**src/rtl/power_result_unpack.sv**
```systemverilog
// power_result_unpack: buffers 64-bit results from the power datapath in a
// small FIFO and re-emits each one as two 32-bit words on a valid/ready port.
// The input side has no back-pressure; a result that arrives while the FIFO is
// full and nothing is popping is dropped and the sticky o_overflow flag is set.
// All outputs are flops, so nothing combinational reaches them from the inputs.
// Optional build macro: RESULT_UNPACK_MSW_FIRST_EN emits the upper word first.
//
// state    | meaning
// ST_EMPTY | no stored result, o_valid low
// ST_LO    | presenting first half of head result
// ST_HI    | presenting second half of head result (o_last high)

module power_result_unpack #(
    parameter int IN_WIDTH   = 64,
    parameter int OUT_WIDTH  = 32,
    parameter int FIFO_DEPTH = 4
) (
    input  logic                          clk,
    input  logic                          reset_n,
    input  logic                          i_valid,
    input  logic [IN_WIDTH-1:0]           i_data,
    input  logic                          i_ready,
    output logic                          o_valid,
    output logic [OUT_WIDTH-1:0]          o_data,
    output logic                          o_last,
    output logic [$clog2(FIFO_DEPTH):0]   o_count,
    output logic                          o_overflow
);

    localparam int PTR_W = $clog2(FIFO_DEPTH);
    localparam int CNT_W = PTR_W + 1;

    typedef enum logic [1:0] {
        ST_EMPTY = 2'd0,
        ST_LO    = 2'd1,
        ST_HI    = 2'd2
    } state_t;

    state_t                 state_q, state_d;
    logic [IN_WIDTH-1:0]    mem_q [FIFO_DEPTH];
    logic [IN_WIDTH-1:0]    mem_d [FIFO_DEPTH];
    logic [PTR_W-1:0]       wr_ptr_q, wr_ptr_d;
    logic [PTR_W-1:0]       rd_ptr_q, rd_ptr_d;
    logic [CNT_W-1:0]       count_q, count_d;
    logic                   overflow_q, overflow_d;
    logic                   valid_q, valid_d;
    logic                   last_q, last_d;
    logic [OUT_WIDTH-1:0]   data_q, data_d;

    logic accept;
    logic pop;
    logic push;
    logic full;

    // Choose which half of a result is shown in the given sub-word state.
    function automatic logic [OUT_WIDTH-1:0] pick_word(input logic [IN_WIDTH-1:0] word,
                                                        input logic second);
`ifdef RESULT_UNPACK_MSW_FIRST_EN
        return second ? word[OUT_WIDTH-1:0] : word[IN_WIDTH-1:OUT_WIDTH];
`else
        return second ? word[IN_WIDTH-1:OUT_WIDTH] : word[OUT_WIDTH-1:0];
`endif
    endfunction

    // Next-state for FIFO, sub-word FSM and the registered output copies.
    always_comb begin
        mem_d      = mem_q;
        wr_ptr_d   = wr_ptr_q;
        rd_ptr_d   = rd_ptr_q;
        count_d    = count_q;
        overflow_d = overflow_q;
        state_d    = state_q;

        full   = (count_q == CNT_W'(FIFO_DEPTH));
        accept = valid_q & i_ready;
        pop    = accept & (state_q == ST_HI);
        // A full FIFO still accepts when the head slot is freed on the same edge.
        push   = i_valid & (~full | pop);

        if (push) begin
            mem_d[wr_ptr_q] = i_data;
            wr_ptr_d        = wr_ptr_q + PTR_W'(1);
            count_d         = count_d + CNT_W'(1);
        end
        if (i_valid && !push) begin
            overflow_d = 1'b1;
        end
        if (pop) begin
            rd_ptr_d = rd_ptr_q + PTR_W'(1);
            count_d  = count_d - CNT_W'(1);
        end

        case (state_q)
            ST_EMPTY: if (push) state_d = ST_LO;
            ST_LO:    if (accept) state_d = ST_HI;
            ST_HI:    if (accept) state_d = (count_d != '0) ? ST_LO : ST_EMPTY;
            default:  state_d = ST_EMPTY;
        endcase

        valid_d = (state_d != ST_EMPTY);
        last_d  = (state_d == ST_HI);
        data_d  = valid_d ? pick_word(mem_d[rd_ptr_d], last_d) : '0;
    end

    // State and output registers; reset drops every stored result.
    always_ff @(posedge clk or negedge reset_n) begin
        if (!reset_n) begin
            state_q    <= ST_EMPTY;
            mem_q      <= '{default: '0};
            wr_ptr_q   <= '0;
            rd_ptr_q   <= '0;
            count_q    <= '0;
            overflow_q <= 1'b0;
            valid_q    <= 1'b0;
            last_q     <= 1'b0;
            data_q     <= '0;
        end else begin
            state_q    <= state_d;
            mem_q      <= mem_d;
            wr_ptr_q   <= wr_ptr_d;
            rd_ptr_q   <= rd_ptr_d;
            count_q    <= count_d;
            overflow_q <= overflow_d;
            valid_q    <= valid_d;
            last_q     <= last_d;
            data_q     <= data_d;
        end
    end

    assign o_valid    = valid_q;
    assign o_last     = last_q;
    assign o_data     = data_q;
    assign o_count    = count_q;
    assign o_overflow = overflow_q;

endmodule

```
**config.mk**
```make
export PLATFORM = sky130hd
export DESIGN_NAME = power_result_unpack
export DESIGN_NICKNAME = d
export VERILOG_FILES = /design/src/rtl/power_result_unpack.sv
export SDC_FILE = /design/constraint.sdc
export NUM_CORES = 1
export LEC_CHECK = 0
export BUFFER_PORTS_ARGS = -buffer_cell sky130_fd_sc_hd__buf_2
export CAP_MARGIN = 20
export CORE_MARGIN = 5
export CORE_UTILIZATION = 67
export CTS_BUF_LIST = sky130_fd_sc_hd__clkbuf_8
export CTS_CLUSTER_SIZE = 28
export DETAILED_ROUTE_END_ITERATION = 8
export PLACE_DENSITY = 0.9
export SETUP_SLACK_MARGIN = 0.02
export SYNTH_ARGS = -nofsm -noshare
export SYNTH_HDL_FRONTEND = slang
export SYNTH_SLANG_ARGS = --single-unit
```
**constraint.sdc**
```tcl
create_clock -name clk -period 8 [get_ports clk]
set_clock_uncertainty 0.15 [all_clocks]
set_input_delay 0.4 -clock clk [delete_from_list [all_inputs] [get_ports clk]]
set_output_delay 0.4 -clock clk [all_outputs]
set_load 0.02 [all_outputs]
```
==> impl_metrics.yaml, run 1 <==
clocking:
  clock_path_buffers: 3
  cts_buffers: 47
  cts_tree: "yes"
  clk_latency_ps: 570
  cts.sinks: 300
  path_clk_slew_ps: 70
  cts.htree.levels: 2
  cts-root-buf: "clkbuf_8"
  cts_resized: 0
logic_synthesis:
  synth_edf_count: 0
  synth_warnings: 0
  synth_top_area_share_pct: 53.9
  synthCells: 1387
  ys_seq_area_share_pct: 53.9
  synth_seq_cells: 300
  syn_area_um2: 13900
  synth-main-ff-cell: "dfrtp_1"
  syn-num-nets: 1462
  async_flop_share_pct: 100
  synthTopCellsByArea: "dfrtp_1 54%, nand2_1 12%, mux2_2 8.3%"
  ys_types: 49
  postSynthAreaPerCell_um2: 10.1
  yosysTopAreaCell: "dfrtp_1"
min_path:
  hp-start: "i_valid"
  whs_endpoint: "o_overflow"
  hold_path_depth: 2
  hp-class: "in2reg"
grt:
  grt_first_pass_wirelength_um: 64600
  grt_pass1_vias: 12200
  grt_overflow: 0
  grt_use_total_pct: 33.4
  grt_start_max_net_pins: 192
  antenna_found_initial: 0
power:
  peakVddDrop_v: 0.000287
  p_sw_share_pct: 41.1
  power.share.clock_pct: 17.7
  p_seq_share_pct: 35.5
  switching_power_mw: 2.95
  powerDensity_nw_per_um2: 444
  p_comb_share_pct: 46.7
  intPower_mw: 4.22
  power_leakage_nw: 7.95
die:
  io-pin-count: 106
  start_util_pct: 68.5
  fp.dieH_um: 154
  die_area_um2: 23800
  die_w_um: 154
  coreArea_um2: 20400
  num_rows: 52
critical_path:
  rr_startpoint: "state_q[0]"
  crit_type: "reg2reg"
  reg2reg_slack_ps: 3730
  crit_slowest_cell: "a221oi_4"
  rr_worst_depth: 12
  path_cells: "nand4b_1 -> nand2_1 -> and2_1 -> nor2_1 -> a21oi_1 -> ha_1 -> a21boi_1 -> nor4_1 -> o21ai_1 -> a221oi_4 -> buf_4 -> o22ai_1"
  end_kind: "flop"
  crit_family: "simple AND/OR/NAND/NOR gates"
  cp.arrival_ps: 4520
  critPathRequiredTime_ps: 8260
  max_stage_delay_ps: 820
  r2r_end: "o_data[9]"
  cp_num_buf_inv: 1
  startpoint: "state_q[0]"
  crit_fanout: 20
  worst_setup_path_start_kind: "flop"
cells_and_area:
  fin_nets: 1599
  drive_above_1_share_pct: 20.5
  final_core_util_pct: 79.4
  n_antenna_cell: 0
  regArea_um2: 7510
  final_cell_mix: "429 x nand2_1, 300 x dfrtp_1, 104 x buf_2, 103 x mux2_2, 65 x dlygate4sd3_1"
  final_common_cell: "nand2_1"
  final.fill_count: 1155
  multiInputGateArea_um2: 5900
  syn2layout_area_growth_pct: 16.0
timing:
  hold_ws_ps: 54.7
  slew_violations: 0
  period_needed_ps: 4270
  period_share_pct: 53.3
  fin_setup_tns_ps: 0
  rsz0062_at_grt: "no"
  setup_viol: 0
  finalHoldViolCount: 0
  max_freq_mhz: 234
  slew_headroom_pct: 31.2
  worst_pin_slew_ps: 1030
placement:
  place_congestion: 0.867
  hpwl_um: 22200
  port_buffers: 105
drt:
  ant_nets: 0
  dr.pass1.iters: 6
  routedWlPerCell_um: 21.6
  route.detailed.drc: 0
  wl_um: 39400
  num_vias: 11900
  routed_via_density: 6.50
  drtIter0Drc: 1408
job:
  cap_violations: 0
outcome:
  outcome: "completed"
timing repair:
action | CTS | global route
setup buffers | 0 | 0
hold buffers | 65 | 0
hold endpoints to repair | 307 | 0
Yosys cell counts (all sizes together), types with 2 or more instances:
cell type / n
nand2: 429
dfrtp: 300
mux2: 111
clkbuf: 61
nand3: 48
nand2b: 47
inv: 41
buf: 40
mux2i: 34
a221oi: 33
o22ai: 33
a211oi: 32
a31oi: 32
nand4: 18
nor3: 18
o221a: 18
o221ai: 18
or3: 15
o2111ai: 14
ha: 7
a21oi: 5
xnor2: 5
and2: 4
nor2: 4
a21boi: 3
a21o: 3
o21ai: 3
o211ai: 2
or2: 2
power groups by stage:
stage | registers [mW] | clock network (mW) | logic [mW]
floorplan | 2.54 | 0 | 2.29
global placement | 2.51 | 0 | 3.05
detailed placement | 2.55 | 0 | 3.20
CTS | 2.54 | 1.28 | 3.28
global route | 2.61 | 1.36 | 3.62
finish | 2.55 | 1.27 | 3.36
flip-flops by register name (all words and copies together) (netlist names):
register	count
mem_q	256
state_q	2
o_last	1
o_overflow	1
o_count	3
o_valid	1
rd_ptr_q	2
wr_ptr_q	2
o_data	32
worst register-to-register path, cell delays in order (launching register included):
cell and delay, ps:
dfrtp_1 410, nand4b_1 650, nand2_1 250, and2_1 250, nor2_1 60, a21oi_1 180
ha_1 250, a21boi_1 100, nor4_1 260, o21ai_1 140, a221oi_4 820, buf_4 450
o22ai_1 150
metrics by stage:
stage          cell area (um^2)  power [mW]  worst slack (ps)  instances
3_3_place_gp              14600        5.57              4000       1680
3_5_place_dp              14600        5.75              3830       1680
5_1_grt                   16200        7.59              3540       1826
4_1_cts                   16200        7.10              3800       1826
6_report                  16200        7.18              3730       1826
2_1_floorplan             13900        4.83              4310       1387
worst max path at each step:
stage / slack (ps) / depth (start not counted) / to
after floorplan: 4310 / 17 / o_data[11]
after global placement: 4000 / 13 / o_data[16]
after detailed placement: 3830 / 13 / o_data[29]
after CTS: 3800 / 12 / o_data[29]
after global routing: 3540 / 12 / o_data[9]
final: 3730 / 12 / o_data[9]
layout make-up:
| cell class | count | area share [%] |
|---|---|---|
| clock inverters | 20 | 0.534 |
| multi-input cells | 945 | 36.5 |
| inverters | 41 | 0.952 |
| repair buffers | 189 | 8.30 |
| clock buffers | 61 | 5.19 |
| flip-flops and latches | 300 | 46.4 |
| well taps | 270 | 2.09 |
cells by family (layout without fill, tap and decap cells):
group | count (synthesis) | in the layout | synth area share [%]
buffers and inverters | 142 | 311 | 4.25
adder cells (fa/ha/maj) | 7 | 7 | 0.628
AND/OR/NAND/NOR | 589 | 589 | 18.1
multiplexers | 145 | 145 | 11.5
XOR/XNOR | 6 | 6 | 0.512
flip-flops | 300 | 300 | 53.9
AO/OA/AOI/OAI | 198 | 198 | 11.1
per-layer routing:
metal	part of all wire, %	track usage (%)
met4	5.5	16.1
met1	37	43.2
met5	0	0
met2	48	54.4
met3	9.7	6.68
Note: power is estimated with default switching activity, not from simulation.
==> run 2: changes to the inputs <==
--- a/config.mk
+++ b/config.mk
@@ -5,14 +5,15 @@
 export SDC_FILE = /design/constraint.sdc
 export NUM_CORES = 1
 export LEC_CHECK = 0
+export ABC_AREA = 1
 export BUFFER_PORTS_ARGS = -buffer_cell sky130_fd_sc_hd__buf_2
 export CAP_MARGIN = 20
 export CORE_MARGIN = 5
-export CORE_UTILIZATION = 67
+export CORE_UTILIZATION = 58
 export CTS_BUF_LIST = sky130_fd_sc_hd__clkbuf_8
 export CTS_CLUSTER_SIZE = 28
 export DETAILED_ROUTE_END_ITERATION = 8
-export PLACE_DENSITY = 0.9
+export PLACE_DENSITY = 0.81
 export SETUP_SLACK_MARGIN = 0.02
 export SYNTH_ARGS = -nofsm -noshare
 export SYNTH_HDL_FRONTEND = slang
==> constraint.sdc (replaced) <==
create_clock -name clk -period 3.7 [get_ports clk]
set_clock_uncertainty 0.15 [all_clocks]
set_input_delay 0.185 -clock clk [delete_from_list [all_inputs] [get_ports clk]]
set_output_delay 0.185 -clock clk [all_outputs]
set_load 0.02 [all_outputs]
==> run 2 against run 1 <==
- synthesized cell count increased by 110%
- sequential power increased by 120%
- sequential share of layout area decreased by 10 points
- maximum frequency increased by 29%
- first-iteration DRC count increased by 8.8%
- clock-buffer cell count increased by 2
- routed wire length increased by 25%
- combinational power increased to 3.1 times the previous value
- global-route usage decreased by 5.7 points
- cell count increased by 84%
- critical path type unchanged
- largest cell class is now multi-input gates
==> impl_metrics.yaml, run 2 <==
outcome:
  outcome: "completed"
timing:
  finalHoldViolCount: 0
  fin_setup_tns_ps: 0
  slew_violations: 0
  rsz0062_at_grt: "no"
  setup_viol: 0
  worst_pin_slew_ps: 1150
  setup_ws_ps: 393
  period_share_pct: 89.4
  period_needed_ps: 3310
  max_freq_mhz: 302
  slew_headroom_pct: 23.7
  hold_ws_ps: 18.4
critical_path:
  worst_setup_path_start_kind: "flop"
  end_kind: "flop"
  max_stage_delay_ps: 450
  cp_num_buf_inv: 2
  crit_slowest_cell: "nor2_4"
  rr_startpoint: "o_count[0]"
  rr_worst_depth: 17
  critPathRequiredTime_ps: 3980
  cp.arrival_ps: 3590
  r2r_end: "o_data[11]"
  crit_fanout: 47
  reg2reg_slack_ps: 390
  path_cells: "inv_1 -> ha_1 -> nand2_1 -> inv_1 -> nand2_4 -> nand2_8 -> o21ai_0 -> ha_1 -> nand3b_1 -> nand2_1 -> nand2_1 -> nand2_1 -> nand2_1 -> nand2_1 -> nand3_2 -> nor2_4 -> nor2_1"
  crit_type: "reg2reg"
  path_common_cell: "nand2_1"
  crit_family: "simple AND/OR/NAND/NOR gates"
logic_synthesis:
  ys_types: 26
  yosysMostFrequentCell: "nand2_1"
  yosysTopAreaCell: "dfrtp_1"
  synth_seq_cells: 300
  synth_edf_count: 0
  syn_area_um2: 18500
  synth_common_cells: "974 x nand2_1, 536 x inv_1, 433 x nand3_1"
  synthTopCellsByArea: "dfrtp_1 41%, nand2_1 20%, nand3_1 12%"
  synth-main-ff-cell: "dfrtp_1"
  ys_seq_area_share_pct: 40.5
  postSynthAreaPerCell_um2: 6.51
  async_flop_share_pct: 100
  synth_top_area_share_pct: 40.5
  syn-num-nets: 2922
  synthCells: 2847
  synth_warnings: 0
clocking:
  cts_buffers: 50
  cts_resized: 0
  cts_tree: "yes"
  cts.htree.levels: 2
  clk_latency_ps: 580
  path_clk_slew_ps: 70
  cts.sinks: 300
  cts-root-buf: "clkbuf_8"
  clock_path_buffers: 3
grt:
  antenna_found_initial: 0
  grt_pass1_vias: 17900
  grt_first_pass_wirelength_um: 83400
  grt_use_total_pct: 27.7
  grt_overflow: 0
  grt_start_max_net_pins: 147
drt:
  ant_nets: 0
  num_vias: 18000
  dr.pass1.iters: 6
  routed_via_density: 5.36
  routedWlPerCell_um: 14.7
  drtIter0Drc: 1532
  route.detailed.drc: 0
  wl_um: 49400
placement:
  hpwl_um: 29300
  place_congestion: 0.859
  place_inst: 3207
  port_buffers: 105
  place_ws_ps: 477
  place_area_um2: 19200
power:
  peakVddDrop_v: 0.000571
  powerDensity_nw_per_um2: 908
  finalPower_mw: 18.9
  power_leakage_nw: 11.6
cells_and_area:
  syn2layout_area_growth_pct: 12.3
  final_cell_count_no_fill: 3365
  largest_register_ffs: 256
  final_cell_mix: "973 x nand2_1, 562 x inv_1, 433 x nand3_1, 300 x dfrtp_1, 278 x o21ai_0"
  final_area_um2: 20800
  drive_above_1_share_pct: 9.15
  final.fill_count: 2724
  n_antenna_cell: 0
  final_core_util_pct: 65.9
  final_common_cell: "nand2_1"
  fin_nets: 3000
  top_register: "mem_q"
die:
  io-pin-count: 106
  coreArea_um2: 31600
  die_w_um: 189
  start_util_pct: 58.7
  fp.dieH_um: 189
  num_rows: 65
  die_area_um2: 35600
job:
  cap_violations: 0
min_path:
  hp-class: "in2async"
run 2: worst register-to-register path: stages, from the launching register on:
cell	delay, ps
dfrtp_1	390
inv_1	80
ha_1	190
nand2_1	60
inv_1	80
nand2_4	120
nand2_8	200
o21ai_0	340
ha_1	240
nand3b_1	110
nand2_1	80
nand2_1	50
nand2_1	80
nand2_1	60
nand2_1	70
nand3_2	340
nor2_4	450
nor2_1	100
run 2: where the power goes:
group,internal [mW],leakage (nW),switching [mW],total (mW)
clock,1.52,0.595,1.34,2.86
combinational,3.47,7.86,6.97,10.4
sequential,4.83,3.17,0.742,5.58
run 2: logic make-up (layout without fill, tap and decap cells):
kind of cell / Yosys count / count (layout) / share of synthesized area (%)
AO/OA/AOI/OAI: 317 / 317 / 8.90
XOR/XNOR: 3 / 3 / 0.142
adder cells (fa/ha/maj): 7 / 7 / 0.473
buffers and inverters: 712 / 828 / 15.4
flip-flops: 300 / 300 / 40.5
AND/OR/NAND/NOR: 1508 / 1508 / 34.6
run 2: worst max-delay path by stage:
stage | depth (start not counted) | to | from | slack [ps]
global placement | 17 | o_data[8] | o_count[0] | 570
detailed placement | 17 | o_data[11] | o_count[0] | 480
finish | 17 | o_data[11] | o_count[0] | 390
floorplan | 21 | o_data[15] | o_count[0] | 850
global route | 17 | o_data[26] | o_count[0] | 120
CTS | 17 | o_data[11] | o_count[0] | 420
run 2: metal layers:
layer / track usage [%] / part of all wire (%) / routed length, um / up-vias
met5: 0 / 0 / 0 / -
met4: 11.3 / 4.1 / 2030 / 0
met3: 3.91 / 7.4 / 3630 / 139
met2: 49.1 / 49 / 24000 / 682
met1: 34.1 / 40 / 19700 / 8326
li1: - / - / - / 8875
run 2: what timing repair did:
action                                 CTS  global route
setup endpoints to repair                0             0
hold buffers                            68             0
setup buffers                            0             0
endpoints found under the hold margin  305             0
run 2: cell type report:
class / count / area (um^2) / area share, %
flip-flops and latches: 300 / 7510 / 36.1
well taps: 402 / 503 / 2.42
clock buffers: 63 / 867 / 4.17
inverters: 540 / 2030 / 9.75
repair buffers: 198 / 1540 / 7.42
multi-input cells: 1835 / 8250 / 39.7
clock inverters: 27 / 103 / 0.493
==> run 3: changes to the inputs <==
--- a/config.mk
+++ b/config.mk
@@ -8,7 +8,7 @@
 export ABC_AREA = 1
 export BUFFER_PORTS_ARGS = -buffer_cell sky130_fd_sc_hd__buf_2
 export CAP_MARGIN = 20
-export CORE_MARGIN = 5
+export CORE_MARGIN = 8
 export CORE_UTILIZATION = 58
 export CTS_BUF_LIST = sky130_fd_sc_hd__clkbuf_8
 export CTS_CLUSTER_SIZE = 28
==> run 3 against run 2 <==
- non-clock buffer count grew 3
- die area up 6.5%
- clock-buffer cell count grew 10
- worst hold slack improved by 43 ps
- first-iteration DRC count is 18% lower
- critical path type unchanged
- critical endpoint is now o_data[23]
==> impl_metrics.yaml, run 3 (synthesized netlist as in run 2, its figures left out) <==
clocking:
  cts_tree: "yes"
  cts-root-buf: "clkbuf_8"
  cts_buffers: 52
  cts.htree.levels: 2
  cts_resized: 0
  cts.sinks: 300
  path_clk_slew_ps: 60
  clk_latency_ps: 600
  clock_path_buffers: 3
grt:
  grt_start_max_net_pins: 118
  grt_use_total_pct: 26.8
  antenna_found_initial: 0
  grt_overflow: 0
  grt_first_pass_wirelength_um: 85900
  grt_pass1_vias: 18500
timing:
  slew_violations: 0
  slew_headroom_pct: 22.1
  max_freq_mhz: 295
  period_needed_ps: 3390
  rsz0062_at_grt: "no"
  setup_viol: 0
  period_share_pct: 91.5
  fin_setup_tns_ps: 0
  setup_ws_ps: 314
  worst_pin_slew_ps: 1170
  finalHoldViolCount: 0
critical_path:
  cp.arrival_ps: 3710
  end_kind: "flop"
  rr_worst_depth: 18
  path_common_cell: "nand2_1"
  worst_setup_path_start_kind: "flop"
  path_cells: "inv_1 -> ha_1 -> nand2_1 -> inv_1 -> nand2_4 -> nand2_8 -> o21ai_0 -> ha_1 -> nand3b_1 -> nand2_1 -> nand2_1 -> nand2_1 -> nand2_1 -> nand2_1 -> nand3_2 -> nor2_4 -> buf_12 -> nor2_1"
  crit_fanout: 64
  max_stage_delay_ps: 390
  critPathRequiredTime_ps: 4020
  crit_type: "reg2reg"
  crit_slowest_cell: "dfrtp_1"
drt:
  route.detailed.drc: 0
  drtIter0Drc: 1260
  num_vias: 18400
  routedWlPerCell_um: 15.3
  dr.pass1.iters: 5
  ant_nets: 0
  wl_um: 51700
  routed_via_density: 5.45
placement:
  hpwl_um: 31300
  port_buffers: 105
  place_congestion: 0.870
  place_ws_ps: 310
die:
  die_area_um2: 37900
  die_w_um: 195
  start_util_pct: 58.8
  coreArea_um2: 31500
  io-pin-count: 106
  num_rows: 65
  fp.dieH_um: 195
cells_and_area:
  n_antenna_cell: 0
  syn2layout_area_growth_pct: 13.3
  fin_nets: 3005
  multiInputGateArea_um2: 8250
  drive_above_1_share_pct: 9.82
  final_core_util_pct: 66.7
  largest_register_ffs: 256
  final_cell_mix: "973 x nand2_1, 553 x inv_1, 433 x nand3_1, 300 x dfrtp_1, 278 x o21ai_0"
  regArea_um2: 7510
  top_register: "mem_q"
  final_common_cell: "nand2_1"
  final.fill_count: 2717
job:
  cap_violations: 0
min_path:
  hold_path_depth: 7
  hp-class: "in2reg"
outcome:
  outcome: "completed"
power:
  power_leakage_nw: 11.7
  peakVddDrop_v: 0.000611
  powerDensity_nw_per_um2: 923
==> run 3: cell types whose count changed in the layout (fill, tap and decap cells not counted), sizes merged <==
cell	previous run	this run
inv	566	558
clkinv	1	4
clkinvlp	0	2
clkbuf	63	73
buf	130	135
dlygate4sd3	68	66
==> run 3: what timing repair did <==
action                     CTS  global route
setup buffers                0             1
hold endpoints to repair   351             0
setup endpoints to repair    0            15
hold buffers                66             0
==> run 3: metal layers <==
metal | vias to the layer above | wire length [um] | track usage, % | part of all wire, %
met5 | - | 0 | 0 | 0
met4 | 0 | 2520 | 14.3 | 4.9
met3 | 148 | 3270 | 3.92 | 6.3
met2 | 663 | 25600 | 48.3 | 49
met1 | 8716 | 20400 | 30.4 | 39
li1 | 8869 | - | - | -
==> run 3: final timing paths <==
path	startpoint	end	slack, ps
min reg2reg	o_overflow	o_overflow	380
max reg2reg	o_count[0]	o_data[23]	310
min in group asynchronous	reset_n	mem_q[188]	110
max	o_count[0]	o_data[23]	310
max in group asynchronous	reset_n	mem_q[244]	2310
min	i_data[55]	mem_q[119]	60
==> run 3: critical path: cells and delay by family (launching register included) <==
family          cells  cell delay, ps
flops               1             390
buf+inv             3             330
fa+ha+maj           2             420
simple gates       12            1600
compound gates      1             350
==> run 3: area by class of cell <==
class                           instances  share of cell area, %
Sequential cell                       300                   35.8
Multi-Input combinational cell       1835                   39.3
Clock inverter                         24                  0.513
Tap cell                              402                   2.40
Clock buffer                           73                   4.79
Inverter                              540                   9.67
Timing Repair Buffer                  201                   7.56
==> run 3: power breakdown <==
group / leakage [nW] / total [mW] / internal (mW) / switching (mW)
Combinational: 7.89 / 10.6 / 3.53 / 7.07
Clock: 0.636 / 3.18 / 1.75 / 1.43
Sequential: 3.17 / 5.60 / 4.83 / 0.766
Total: 11.7 / 19.4 / 10.1 / 9.27
==> run 3: through the flow <==
step           std cells  instance area [um^2]  total power [mW]  hold WS (ps)
2_1_floorplan       2847                 18500              13.2          -261
6_report            3375                 21000              19.4          61.1
4_1_cts             3374                 21000              19.3          48.3
3_3_place_gp        3211                 19200              15.4           200
5_1_grt             3375                 21000              21.1          69.4
3_5_place_dp        3211                 19200              16.0           195
